--- config.mk ---
export PLATFORM = sky130hd
export DESIGN_NAME = player_motion_controller
export DESIGN_NICKNAME = d
export VERILOG_FILES = /design/src/rtl/player_pkg.sv /design/src/rtl/axis_clamp.sv /design/src/rtl/player_motion_controller.sv
export SDC_FILE = /design/constraint.sdc
export NUM_CORES = 1
export LEC_CHECK = 0
export BUFFER_PORTS_ARGS = -buffer_cell sky130_fd_sc_hd__buf_2
export CORE_ASPECT_RATIO = 0.5
export CORE_MARGIN = 5
export CORE_UTILIZATION = 50
export CTS_CLUSTER_DIAMETER = 40
export DETAILED_ROUTE_END_ITERATION = 16
export GPL_ROUTABILITY_DRIVEN = 0
export PLACE_DENSITY = 0.7
export SYNTH_ARGS = -nofsm -noshare
export SYNTH_HDL_FRONTEND = slang
export SYNTH_SLANG_ARGS = --single-unit
--- constraint.sdc ---
create_clock -name Clk -period 7.8 [get_ports Clk]
set_input_delay 1.17 -clock Clk [delete_from_list [all_inputs] [get_ports Clk]]
set_output_delay 1.17 -clock Clk [all_outputs]
set_load 0.03 [all_outputs]
--- src/rtl/player_pkg.sv ---
// Shared types and screen geometry for the player motion path.
package player_pkg;
   localparam int POS_W    = 10;
   localparam int VEL_W    = 8;
   localparam int SUM_W    = 11;
   localparam int SCREEN_W = 640;
   localparam int SCREEN_H = 480;
   localparam int GROUND_Y = 400;

   typedef enum logic [2:0] {
      IDLE   = 3'd0,
      WALK   = 3'd1,
      CROUCH = 3'd2,
      JUMP   = 3'd3,
      FALL   = 3'd4
   } motion_state_t;
endpackage

--- src/rtl/axis_clamp.sv ---
// Signed base+delta, saturated to [lo, hi], then narrowed to the output width.
module axis_clamp #(
   parameter int W  = 11,
   parameter int OW = 10
) (
   input  logic signed [W-1:0]  base,
   input  logic signed [W-1:0]  delta,
   input  logic signed [W-1:0]  lo,
   input  logic signed [W-1:0]  hi,
   output logic        [OW-1:0] clamped
);
   logic signed [W-1:0] sum;
   logic signed [W-1:0] sat;

   always_comb begin
      sum = base + delta;
      sat = sum;
      if (sum < lo) sat = lo;
      else if (sum > hi) sat = hi;
      clamped = OW'(sat);
   end
endmodule

--- src/rtl/player_motion_controller.sv ---
// Player walk/crouch/jump/fall sequencer; all state advances on frame_tick only.
module player_motion_controller
   import player_pkg::*;
#(
   parameter int X_MIN    = 0,
   parameter int X_MAX    = 623,
   parameter int X_START  = 320,
   parameter int Y_GROUND = GROUND_Y,
   parameter int X_STEP   = 2,
   parameter int JUMP_VEL = 12,
   parameter int GRAVITY  = 1,
   parameter int MAX_FALL = 8
) (
   input  logic             Clk,
   input  logic             Reset,
   input  logic             frame_tick,
   input  logic             w_on,
   input  logic             s_on,
   input  logic             a_on,
   input  logic             d_on,
   output logic [POS_W-1:0] pos_x,
   output logic [POS_W-1:0] pos_y,
   output motion_state_t    state,
   output logic             facing_left,
   output logic             airborne
);
   localparam logic signed [VEL_W-1:0] MAX_F  = VEL_W'(MAX_FALL);
   localparam logic signed [VEL_W-1:0] GRAV   = VEL_W'(GRAVITY);
   localparam logic signed [VEL_W-1:0] JUMP_V = VEL_W'(-JUMP_VEL);
   localparam logic signed [SUM_W-1:0] YG     = SUM_W'(Y_GROUND);

   logic signed [VEL_W-1:0] vel_y, vel_next;
   logic                    w_prev;
   logic                    dir_l, dir_r, dir_any, jump_edge;
   logic signed [SUM_W-1:0] dx, dy, ny;
   logic        [POS_W-1:0] nx_c, ny_c;

   always_comb begin
      dir_l     = a_on & ~d_on;
      dir_r     = d_on & ~a_on;
      dir_any   = dir_l | dir_r;
      jump_edge = w_on & ~w_prev;
      dx        = dir_r ? SUM_W'(X_STEP) : (dir_l ? SUM_W'(-X_STEP) : '0);
      dy        = {{(SUM_W-VEL_W){vel_y[VEL_W-1]}}, vel_y};
      ny        = $signed({1'b0, pos_y}) + dy;
      vel_next  = (vel_y >= MAX_F) ? MAX_F : vel_y + GRAV;
   end

   axis_clamp #(.W(SUM_W), .OW(POS_W)) u_x_clamp (
      .base    ($signed({1'b0, pos_x})),
      .delta   (dx),
      .lo      (SUM_W'(X_MIN)),
      .hi      (SUM_W'(X_MAX)),
      .clamped (nx_c)
   );

   // Y is bounded by the top of the screen and the ground line.
   axis_clamp #(.W(SUM_W), .OW(POS_W)) u_y_clamp (
      .base    ($signed({1'b0, pos_y})),
      .delta   (dy),
      .lo      ('0),
      .hi      (YG),
      .clamped (ny_c)
   );

   assign airborne = (state == JUMP) | (state == FALL);

   always_ff @(posedge Clk) begin
      if (Reset) begin
         pos_x       <= POS_W'(X_START);
         pos_y       <= POS_W'(Y_GROUND);
         vel_y       <= '0;
         state       <= IDLE;
         facing_left <= 1'b0;
         w_prev      <= 1'b0;
      end else if (frame_tick) begin
         // w_prev tracks every tick so an edge seen while crouched is lost.
         w_prev <= w_on;
         if (state != CROUCH && dir_any) begin
            pos_x       <= nx_c;
            facing_left <= dir_l;
         end
         case (state)
            IDLE, WALK: begin
               if (jump_edge && !s_on) begin
                  state <= JUMP;
                  vel_y <= JUMP_V;
               end else if (s_on)  state <= CROUCH;
               else if (dir_any)   state <= WALK;
               else                state <= IDLE;
            end
            CROUCH: if (!s_on) state <= IDLE;
            JUMP: begin
               if (ny < 0) begin
                  pos_y <= '0;
                  vel_y <= '0;
                  state <= FALL;
               end else begin
                  pos_y <= ny_c;
                  vel_y <= vel_next;
                  if (vel_next >= 0) state <= FALL;
               end
            end
            FALL: begin
               if (ny >= YG) begin
                  pos_y <= POS_W'(Y_GROUND);
                  vel_y <= '0;
                  state <= dir_any ? WALK : IDLE;
               end else if (ny < 0) begin
                  pos_y <= '0;
                  vel_y <= '0;
               end else begin
                  pos_y <= ny_c;
                  vel_y <= vel_next;
               end
            end
            default: state <= IDLE;
         endcase
      end
   end
endmodule

==> impl_metrics.tcl <==
set metrics [dict create \
    drive_above_1_share 0.138 \
    synth_top_family_by_area "compound AO/OA/AOI/OAI gates" \
    synth_compound_area_frac 0.320 \
    numPortBuffers 31 \
    period_share 0.536 \
    fin_crit_ns 4.18 \
    grt_max_degree 32 \
    wirelength_um 6620 \
    finalInstanceArea_mm2 0.00300 \
    cts.sinks 33 \
    synth.area.top_cells "dfxtp_1 24%, ha_1 7.7%, nor2_1 4.8%" \
    numCtsBuffers 5 \
    hpwl_um 4860 \
    maxCapViolCount 0 \
    p_sw_uw 164 \
    synth_area_mm2 0.00276 \
    clock_latency_ns 0.29 \
    cp-endpoint "pos_x[1]" \
    seq_power_share 0.430 \
    arrival_ns 4.36 \
    grt.busiest_layer "met2" \
    min_path_type "flop to flop" \
    cts_tree "built" \
    ant_nets 0 \
    status "finished, final reports clean" \
    cts_resized 0 \
    dieHeight_um 62.5 \
    rsz0062_at_grt "no" \
    antenna_found_initial 0 \
    clockBufferDepth 2 \
    synthArstFlopShare 0 \
    clock-root-buffer "clkbuf_8" \
    gr-usage-met3 0.0426 \
    grt_pass1_wl_um 11400 \
    synth_area_per_cell_um2 7.88 \
    r2r_cells 11 \
    worstPathRequired_ns 7.97 \
    drt_iter0_markers 220 \
    cts_hold_buf 0 \
    syn_inst 350 \
    p_clk_frac 0.283 \
    placed_area_mm2 0.00292 \
    met2_usage 0.321 \
    r2r-start "vel_y[0]" \
    die_w_um 115 \
    synthAdderAreaFrac 0.0844 \
    rrSetupSlack_ns 4.57 \
    internal_power_uw 288 \
    synth_top_cell_area_share 0.240 \
    fp.coreArea_mm2 0.00542 \
    grt_usage 0.187 \
    p_leak_uw 0.00121 \
    fp.dieArea_mm2 0.00719 \
    crit_start "d_on" \
    setup-violations-final 0 \
    vias 2700 \
    viasPerCell 6.09 \
    start_util 0.509 \
    syn2layout_area_growth_pct 8.81 \
    yosysUniqueCellTypes 70 \
    synthesis.nets 375 \
    worst_slew_pin_slew_ns 1.19 \
    synth_xor_area_frac 0.0440 \
    io_pins 32 \
    worstSetupStartpointType "input pin" \
    gr-total-overflow 0 \
    yosys.area.top_type "dfxtp_1" \
    r2r-end "state[0]" \
    p_comb_frac 0.287 \
    path_class "input pin to flop" \
    power_density_mw_per_mm2 151 \
    finalMaxSlewViolations 0 \
    rows 19 \
    clkTransAtPathRegs_ns 0.07 \
    yosysWarnings 0 \
    crit_path_end_kind "flop" \
    synth-edff-count 0 \
    yosys_most_used_dff "dfxtp_1" \
    finClkSkew_ns 0.00567 \
    netSwitchingFraction 0.363 \
    htree_levels 2 \
    dr.pass1.iters 5 \
    setup_tns_ns 0 \
    use_met1 0.238 \
    muxShareOfSynthArea 0.0109 \
    drt-wirelength-per-cell_um 14.9 \
    ir_drop_mv 0.0754 \
    n_antenna_cell 0 \
    finalHoldViolCount 0 \
    fmax_mhz 239 \
    synthSimpleGateAreaFrac 0.241 \
    grt_pass1_vias 2534 \
    max-slew-margin-rel 0.193 \
    drc_errors 0 \
    critPathMaxFanout 28 \
    synth_seq_area_share 0.240 \
    cts_setup_buffers 0 \
    synth_seq_cells 33 \
    fin_nets 394 \
]
[cells in the final DEF (no fill, tap or decap), types with 3 or more instances in the layout]
cell type and count:
nand2b_1 4, a31oi_1 7, a211oi_1 8, o311a_1 3, mux2i_1 3, a21oi_1 18, buf_2 31, o21bai_1 3
and2_1 3, nand4_1 9, a211o_1 4, nor3_1 10, nand3_1 5, or3_1 3, nand2_1 29, o2111ai_1 4
dfxtp_1 33, clkbuf_8 5, inv_1 19, xnor2_1 10, nor2_1 35, a21o_1 7, o21ai_0 10, ha_1 17
o21a_1 9, and3_1 7, nor2b_1 4, a32oi_1 5, o211ai_1 5
[worst min-delay path by stage]
stage,endpoint,start,cells after the start
6_report,facing_left,facing_left,2
5_1_grt,pos_x[0],pos_x[0],1
4_1_cts,facing_left,facing_left,2
3_5_place_dp,pos_x[0],pos_x[0],1
3_3_place_gp,pos_x[0],pos_x[0],1
2_1_floorplan,w_prev,w_prev,2
[worst max-delay path, cell delays in order]
cell and delay, ns:
buf_2 0.09, inv_1 0.06, ha_1 0.76, xor2_1 0.21, ha_1 0.22, and3b_1 0.19
o21ai_2 0.09, a2111o_1 0.44, nand2_1 0.11, xnor2_1 0.11, o311ai_2 0.50, nor2_1 0.12
o31a_1 0.28
[Yosys cell counts (3+ instances only)]
cell	n
a211o_1	4
a211oi_1	8
a21o_1	7
a21oi_1	18
a31oi_1	7
a32oi_1	5
and2_1	3
and3_1	7
buf_2	3
buf_4	4
clkbuf_1	13
dfxtp_1	33
ha_1	17
inv_1	19
mux2i_1	3
nand2_1	29
nand2b_1	4
nand3_1	5
nand4_1	9
nor2_1	35
nor2b_1	4
nor3_1	10
o2111ai_1	4
o211ai_1	5
o21a_1	9
o21ai_0	10
o21bai_1	3
o311a_1	3
or3_1	3
xnor2_1	10
[metal layers]
layer,part of all wire,up-vias
li1,-,1361
met1,0.48,1284
met2,0.48,46
met3,0.034,9
met4,0.0094,0
met5,0,-
[power by group through the flow]
stage	Clock [uW]	Sequential, uW	Combinational [uW]
finish	128	194	130
global route	139	196	144
CTS	131	194	130
detailed placement	0	198	129
global placement	0	197	126
floorplan	0	200	98.5
[sequential cells by signal, summed over array words and instances (netlist names)]
| signal | flops |
|---|---|
| state | 3 |
| pos_y | 10 |
| facing_left | 1 |
| w_prev | 1 |
| vel_y | 8 |
| pos_x | 10 |
[through the flow]
step,cells,total power (uW),hold slack (ns),worst slack [ns],util
2_1_floorplan,350,298,0.451,3.74,-
3_3_place_gp,435,323,0.441,3.45,0.538
3_5_place_dp,435,327,0.450,3.32,0.538
4_1_cts,443,455,0.465,3.61,0.553
5_1_grt,443,480,0.484,3.27,0.553
6_report,443,452,0.463,3.62,0.553
[cells by family after synthesis]
kind of cell	Yosys count
compound gates	115
xor+xnor	13
fa+ha+maj	18
buf+inv	39
flops	33
mux	3
simple gates	129
[final cells by class]
| cell class | count | area [um2] |
|---|---|---|
| Fill cell | 539 | 2420 |
| Multi-Input combinational cell | 278 | 1930 |
| Sequential cell | 33 | 661 |
| Timing Repair Buffer | 32 | 163 |
| Tap cell | 73 | 91.3 |
| Clock buffer | 6 | 72.6 |
| Inverter | 19 | 71.3 |
| Clock inverter | 2 | 10.0 |
No activity file was read; power rests on OpenSTA's default activity.
